### src/rtl/regfile_wb_arbiter.sv
// regfile_wb_arbiter
//   Shares the register file's single write port between the ALU write-back
//   path and the LSU return path. Each requester uses a valid/ready handshake.
//   At most one requester is granted per cycle, with round-robin priority.
//   The accepted write is registered onto WE3/AD3/WD3 one cycle later.
//
// Ports:
//   clk, rst                  clock, asynchronous active-high reset
//   stall                     blocks all grants this cycle
//   alu_valid/rd/wd, alu_ready  ALU write-back request and acceptance
//   lsu_valid/rd/wd, lsu_ready  LSU write-back request and acceptance
//   WE3, AD3, WD3             registered register-file write port
//   pref_lsu                  round-robin preference (1 = LSU preferred)
module regfile_wb_arbiter #(
  parameter int DATA_WIDTH = 32,
  parameter int ADDR_WIDTH = 5,
  parameter int ZERO_GUARD = 1
) (
  input  logic                  clk,
  input  logic                  rst,
  input  logic                  stall,
  input  logic                  alu_valid,
  input  logic [ADDR_WIDTH-1:0] alu_rd,
  input  logic [DATA_WIDTH-1:0] alu_wd,
  output logic                  alu_ready,
  input  logic                  lsu_valid,
  input  logic [ADDR_WIDTH-1:0] lsu_rd,
  input  logic [DATA_WIDTH-1:0] lsu_wd,
  output logic                  lsu_ready,
  output logic                  WE3,
  output logic [ADDR_WIDTH-1:0] AD3,
  output logic [DATA_WIDTH-1:0] WD3,
  output logic                  pref_lsu
);

  localparam logic [0:0] PREF_ALU = 1'b0;
  localparam logic [0:0] PREF_LSU = 1'b1;

  logic [0:0]            state;
  logic                  grant_alu;
  logic                  grant_lsu;
  logic [ADDR_WIDTH-1:0] sel_rd;
  logic [DATA_WIDTH-1:0] sel_wd;
  logic                  issue;

  // A lone requester always wins; on contention the preferred one wins.
  always_comb begin
    grant_alu = 1'b0;
    grant_lsu = 1'b0;
    if (!rst && !stall) begin
      grant_alu = alu_valid && (!lsu_valid || (state == PREF_ALU));
      grant_lsu = lsu_valid && (!alu_valid || (state == PREF_LSU));
    end
  end

  always_comb begin
    sel_rd = grant_lsu ? lsu_rd : alu_rd;
    sel_wd = grant_lsu ? lsu_wd : alu_wd;
    // Writes to r0 are still accepted (and rotate preference) but never issued.
    issue  = (grant_alu || grant_lsu) &&
             !((ZERO_GUARD != 0) && (sel_rd == '0));
  end

  assign alu_ready = grant_alu;
  assign lsu_ready = grant_lsu;
  assign pref_lsu  = (state == PREF_LSU);

  always_ff @(posedge clk or posedge rst) begin
    if (rst) begin
      state <= PREF_ALU;
    end else if (grant_alu) begin
      state <= PREF_LSU;
    end else if (grant_lsu) begin
      state <= PREF_ALU;
    end
  end

  always_ff @(posedge clk or posedge rst) begin
    if (rst) begin
      WE3 <= 1'b0;
      AD3 <= '0;
      WD3 <= '0;
    end else begin
      WE3 <= issue;
      if (grant_alu || grant_lsu) begin
        AD3 <= sel_rd;
        WD3 <= sel_wd;
      end
    end
  end

endmodule

### config.mk
export PLATFORM = sky130hd
export DESIGN_NAME = regfile_wb_arbiter
export DESIGN_NICKNAME = d
export VERILOG_FILES = /design/src/rtl/regfile_wb_arbiter.sv
export SDC_FILE = /design/constraint.sdc
export NUM_CORES = 1
export LEC_CHECK = 0
export BUFFER_PORTS_ARGS = -buffer_cell sky130_fd_sc_hd__buf_2
export CAP_MARGIN = 20
export CELL_PAD_IN_SITES_DETAIL_PLACEMENT = 0
export CELL_PAD_IN_SITES_GLOBAL_PLACEMENT = 1
export CORE_MARGIN = 1
export CORE_UTILIZATION = 33
export CTS_BUF_LIST = sky130_fd_sc_hd__clkbuf_4 sky130_fd_sc_hd__clkbuf_8
export DETAILED_ROUTE_END_ITERATION = 8
export GPL_TIMING_DRIVEN = 1
export PLACE_DENSITY_LB_ADDON = 0.1
export SLEW_MARGIN = 20
export SYNTH_ARGS = -nofsm -noshare
export SYNTH_HDL_FRONTEND = slang
export SYNTH_SLANG_ARGS = --single-unit
### constraint.sdc
create_clock -name clk -period 1.8 [get_ports clk]
set_input_delay 0.09 -clock clk [delete_from_list [all_inputs] [get_ports clk]]
set_output_delay 0.09 -clock clk [all_outputs]
set_load 0.05 [all_outputs]
==> results of run 1 <==
==> Yosys cell counts <==
cell type | count | share of area
dfrtp_1 | 39 | 0.47
a221o_1 | 37 | 0.18
and3_1 | 37 | 0.11
nor3b_1 | 37 | 0.13
clkbuf_1 | 11 | 0.020
buf_2 | 9 | 0.022
a211oi_1 | 2 | 0.0072
a21oi_1 | 2 | 0.0048
buf_6 | 2 | 0.011
inv_1 | 2 | 0.0036
nand2_1 | 2 | 0.0036
nor2_1 | 2 | 0.0036
or4_1 | 2 | 0.0072
a31oi_1 | 1 | 0.0030
buf_4 | 1 | 0.0036
nand2b_1 | 1 | 0.0030
nor2_2 | 1 | 0.0030
nor3b_2 | 1 | 0.0060
o21ai_1 | 1 | 0.0024
or2_2 | 1 | 0.0030
==> layer usage <==
layer / GRT usage / vias up / part of all wire
met3: 0.0618 / 5 / 0.079
met1: 0.252 / 926 / 0.45
li1: - / 979 / -
met5: 0 / - / 0
met4: 0.0589 / 0 / 0.0088
met2: 0.326 / 79 / 0.47
==> where the power goes <==
group	leakage [nW]	switching (mW)	total (mW)	internal [mW]
logic	0.962	0.872	1.24	0.366
registers	0.468	0.0957	1.14	1.04
clock network	0.0612	0.317	0.765	0.449
==> logic make-up (layout without fill, tap and decap cells) <==
| kind of cell | Yosys count | in the layout | share of synthesized area |
|---|---|---|---|
| flops | 39 | 39 | 0.470 |
| buf+inv | 25 | 139 | 0.0596 |
| compound gates | 43 | 43 | 0.196 |
| simple gates | 84 | 84 | 0.275 |
==> worst register-to-register path, delay by kind of cell, from the launching register on <==
family                 cells  cell delay [ns]
AOI/OAI and AO/OA          1             0.26
and+or+nand+nor            2             0.38
DFF                        1             0.42
buffers and inverters      1             0.25
==> cell type report <==
| cell class | count | area (um^2) | share of cell area |
|---|---|---|---|
| multi-input combinational | 127 | 995 | 0.346 |
| sequential | 39 | 976 | 0.339 |
| timing repair buffer | 129 | 686 | 0.238 |
| tap | 75 | 93.8 | 0.0326 |
| clock buffer | 6 | 82.6 | 0.0287 |
| clock inverter | 2 | 35.0 | 0.0122 |
| inverter | 2 | 7.51 | 0.00261 |
==> sequential cells by signal (all words and copies together), names as in the netlist <==
signal    cells
AD3           5
WD3          32
WE3           1
pref_lsu      1
==> cell usage in the layout, fill, tap and decap left out <==
cell type and count:
buf_12 1, o21ai_4 1, clkinv_2 1, nand2b_1 1, a221o_1 37, buf_2 119, nor3b_4 1, a21oi_1 2
or4_1 2, clkbuf_8 6, buf_4 8, nor2_1 2, inv_1 1, nor3b_1 37, a211oi_1 2, bufinv_16 1
dlygate4sd3_1 1, nor2_2 1, and3_1 37, dfrtp_1 39, or2_2 1, inv_2 1, nand2_1 2, a31oi_1 1
==> worst paths after layout <==
kind	from	to	slack, ns	cells after the start
setup / recovery	rst	lsu_ready	0.09	7
hold / removal	lsu_valid	pref_lsu	0.08	2
setup reg to reg	pref_lsu	WD3[12]	0.37	4
hold reg to reg	WD3[5]	WD3[5]	0.51	1
max in group asynchronous	rst	WE3	0.77	4
min in group asynchronous	rst	WD3[15]	0.42	3
==> out/metrics.cfg, run 1 <==
[outcome]
outcome = completed

[detailed_routing]
ant_nets = 0
vias = 1989
route.detailed.drc = 0
dr.pass1.iters = 4
avgViaCountPerCell = 5.23
routed_wl_mm = 6.23
wire_per_inst_um = 16.4
initialDrtViolationCount = 112

[floorplanning]
core-area_um2 = 5990
dieArea_um2 = 6620
fp-row-count = 28
start_util = 0.347
die_y_um = 81.3
io_pins = 120
die_x_um = 81.3

[global_route]
grt_pass1_wl_mm = 9.85
grt-ovfl-total = 0
grt_pass1_vias = 1993
antenna_found_initial = 0
grt_max_degree = 39
grt_usage = 0.200

[final_layout]
layoutNonFillerInstCount = 380
area_growth_pct = 38.4
nFillCells = 609
fin_util = 0.480
layout.nets = 383
final_area_um2 = 2880
n_antenna_cell = 0
drive_gt1_frac = 0.462

[cts]
cts_tree = yes
cts_resized = 0
clock_sinks = 39
clkLatencyLatePin_ns = 0.29
cts_root_buf = clkbuf_8
postCtsSetupBuffers = 0
cts_inserted_buffers = 5
clk_path_buf_depth = 2
cts.clk_slew.worst_paths_ns = 0.08
hold_buffers = 1
htreeDepth = 2

[setup_path]
crit_path_frequent_cell = buf_2
worstSetupStartpointType = input port
cpPeakStageDelay_ns = 0.53
critPathBufInv = 5
cp_max_fo = 9
critPathTopFamily = buffers and inverters
critical_path_class = input port to output pin
path_cells = dlygate4sd3_1 -> buf_2 -> nor3b_4 -> nand2_1 -> buf_4 -> inv_1 -> buf_2
arrival_ns = 1.62
cp-end-kind = output pin
critical-path-slowest-cell = dlygate4sd3_1
worstPathRequired_ns = 1.71

[placed_design]
dpl_worst_slack_ns = 0.347
place_congestion = 0.718
post-place-cells = 371
dpl-instance-area_um2 = 2750
dpl.hpwl_mm = 4.23
port_buffers = 119

[timing]
whs_ns = 0.0830
finalCriticalPeriod_ns = 1.71
setup_viol = 0
slew_violations = 0
timing.final.crit_share = 0.949
max_freq_mhz = 585
relSlewSlack = 0.501
finalSetupTns_ns = 0
tightestPinTransition_ns = 0.749
final.setup_skew_ns = 0.00392
fin_ws_ns = 0.0913
final_hold_viol_count = 0
rsz0062_at_grt = false

[power]
p_leak_nw = 1.49
powerDensity_nw_per_um2 = 1090
p_total_mw = 3.14
ir_worst_vdd_mv = 0.406

[synthesis]
synth_nets = 270
avgSynthCellArea_um2 = 10.9
ys_seq_area_frac = 0.470
ys_seq_elements = 39
syn-cell-area_um2 = 2080
yosysUniqueCellTypes = 20
synth_cells = 191
ys_warn_count = 0

[hold_path]
hp-class = input port to flip-flop

[flow_run]
cap_violations = 0

Note: power is estimated with default switching activity, not from simulation.
==> run 2, diff against run 1 <==
--- a/config.mk
+++ b/config.mk
@@ -14,7 +14,8 @@
 export CTS_BUF_LIST = sky130_fd_sc_hd__clkbuf_4 sky130_fd_sc_hd__clkbuf_8
 export DETAILED_ROUTE_END_ITERATION = 8
 export GPL_TIMING_DRIVEN = 1
-export PLACE_DENSITY_LB_ADDON = 0.1
+export PLACE_DENSITY = 0.83
+export SKIP_CTS_REPAIR_TIMING = 1
 export SLEW_MARGIN = 20
 export SYNTH_ARGS = -nofsm -noshare
 export SYNTH_HDL_FRONTEND = slang
==> out/metrics.cfg, run 2 (synthesized netlist as in run 1, its figures left out) <==
[final_layout]
largestRegisters = WD3: 32 flops, AD3: 5 flops
n_antenna_cell = 0
largest_reg_flops = 32
drive_gt1_frac = 0.459
top_register = WD3
layoutNonFillerInstCount = 380
area_growth_pct = 38.0
multi_input_area_um2 = 995
final_cell_mix = buf_2 (119), dfrtp_1 (39), nor3b_1 (37), and3_1 (37), a221o_1 (37)
layout.nets = 383
final_common_cell = buf_2
seq_area_um2 = 976
nFillCells = 579

[power]
p_leak_nw = 1.48
powerDensity_nw_per_um2 = 1060
ir_worst_vdd_mv = 0.582
p_total_mw = 3.03

[floorplanning]
fp-row-count = 28
start_util = 0.347
die_y_um = 81.3
io_pins = 120
core-area_um2 = 5990
dieArea_um2 = 6620
die_x_um = 81.3

[timing]
relSlewSlack = 0.341
max_freq_mhz = 606
finalSetupTns_ns = 0
setup_viol = 0
final_hold_viol_count = 0
slew_violations = 0
timing.final.crit_share = 0.917
final.setup_skew_ns = 0.00540
finalCriticalPeriod_ns = 1.65
rsz0062_at_grt = false
tightestPinTransition_ns = 0.985

[global_route]
antenna_found_initial = 0
grt-ovfl-total = 0
grt_max_degree = 39
grt_usage = 0.185
grt_pass1_wl_mm = 9.29
grt_pass1_vias = 1919

[setup_path]
r2r_cells = 4
arrival_ns = 1.56
critical_path_class = flip-flop to output pin
cp_max_fo = 26
cp-end-kind = output pin
worstPathRequired_ns = 1.71
startpoint = pref_lsu
r2r-start = pref_lsu
worstSetupStartpointType = flip-flop

[outcome]
outcome = completed

[placed_design]
dpl.hpwl_mm = 4.05
post-place-cells = 371
port_buffers = 119
place_congestion = 0.796

[cts]
htreeDepth = 2
cts.clk_slew.worst_paths_ns = 0.08
cts_tree = yes
clkLatencyLatePin_ns = 0.28
clock_sinks = 39
cts_inserted_buffers = 5
clk_path_buf_depth = 2
cts_root_buf = clkbuf_8

[hold_path]
min_path_cells = 3
hold_start = lsu_rd[0]
hp-class = input port to flip-flop

[detailed_routing]
wire_per_inst_um = 15.4
ant_nets = 0
dr.pass1.iters = 4
vias = 2042
routed_wl_mm = 5.85
initialDrtViolationCount = 102
avgViaCountPerCell = 5.37
route.detailed.drc = 0

[flow_run]
cap_violations = 0

## run 2: cell types whose count changed in the layout (fill, tap and decap cells not counted), sizes merged
cell      previous run  this run
clkbuf               6         7
bufinv               1         0
inv                  2         1
clkinvlp             0         1
## run 2: final cells by class
class / count / area share
Timing Repair Buffer: 129 / 0.241
Tap cell: 75 / 0.0328
Multi-Input combinational cell: 127 / 0.347
Sequential cell: 39 / 0.341
Clock buffer: 7 / 0.0336
Inverter: 2 / 0.00262
Clock inverter: 1 / 0.00262
## run 2: routing by layer
layer / GRT usage / up-vias / wire (um)
met4: 0.0625 / 0 / 80
met1: 0.233 / 967 / 2550
met2: 0.307 / 93 / 2750
met3: 0.0427 / 6 / 463
met5: 0 / - / 0
li1: - / 976 / -
## run 2: through the flow
stage	area (um^2)	hold WS [ns]	setup slack, ns	utilization
after floorplan	2080	0.187	0.000490	-
after global placement	2750	0.195	0.390	0.459
after detailed placement	2750	0.216	0.326	0.459
after CTS	2850	-0.105	0.0695	0.476
after global routing	2870	0.113	0.0358	0.478
final	2870	0.118	0.150	0.478
## run 2: path summary, 6_finish.rpt
kind | end | slack (ns)
worst max-delay path | lsu_ready | 0.15
worst min-delay path | WE3 | 0.12
worst max register to register | WD3[9] | 0.39
worst min register to register | WD3[4] | 0.51
max in group asynchronous | WD3[11] | 0.86
min in group asynchronous | WD3[30] | 0.44
## run 2: power breakdown
part           internal, mW  leakage [nW]  switching, mW  total (mW)
sequential             1.04         0.468         0.0983        1.14
clock                 0.349        0.0505          0.301       0.650
combinational         0.370         0.959          0.874        1.24
## run 2: critical path: stages, from the launching register on
cell,delay (ns)
dfrtp_1,0.43
nand2b_1,0.20
nand2_1,0.11
buf_6,0.23
inv_1,0.09
buf_2,0.22
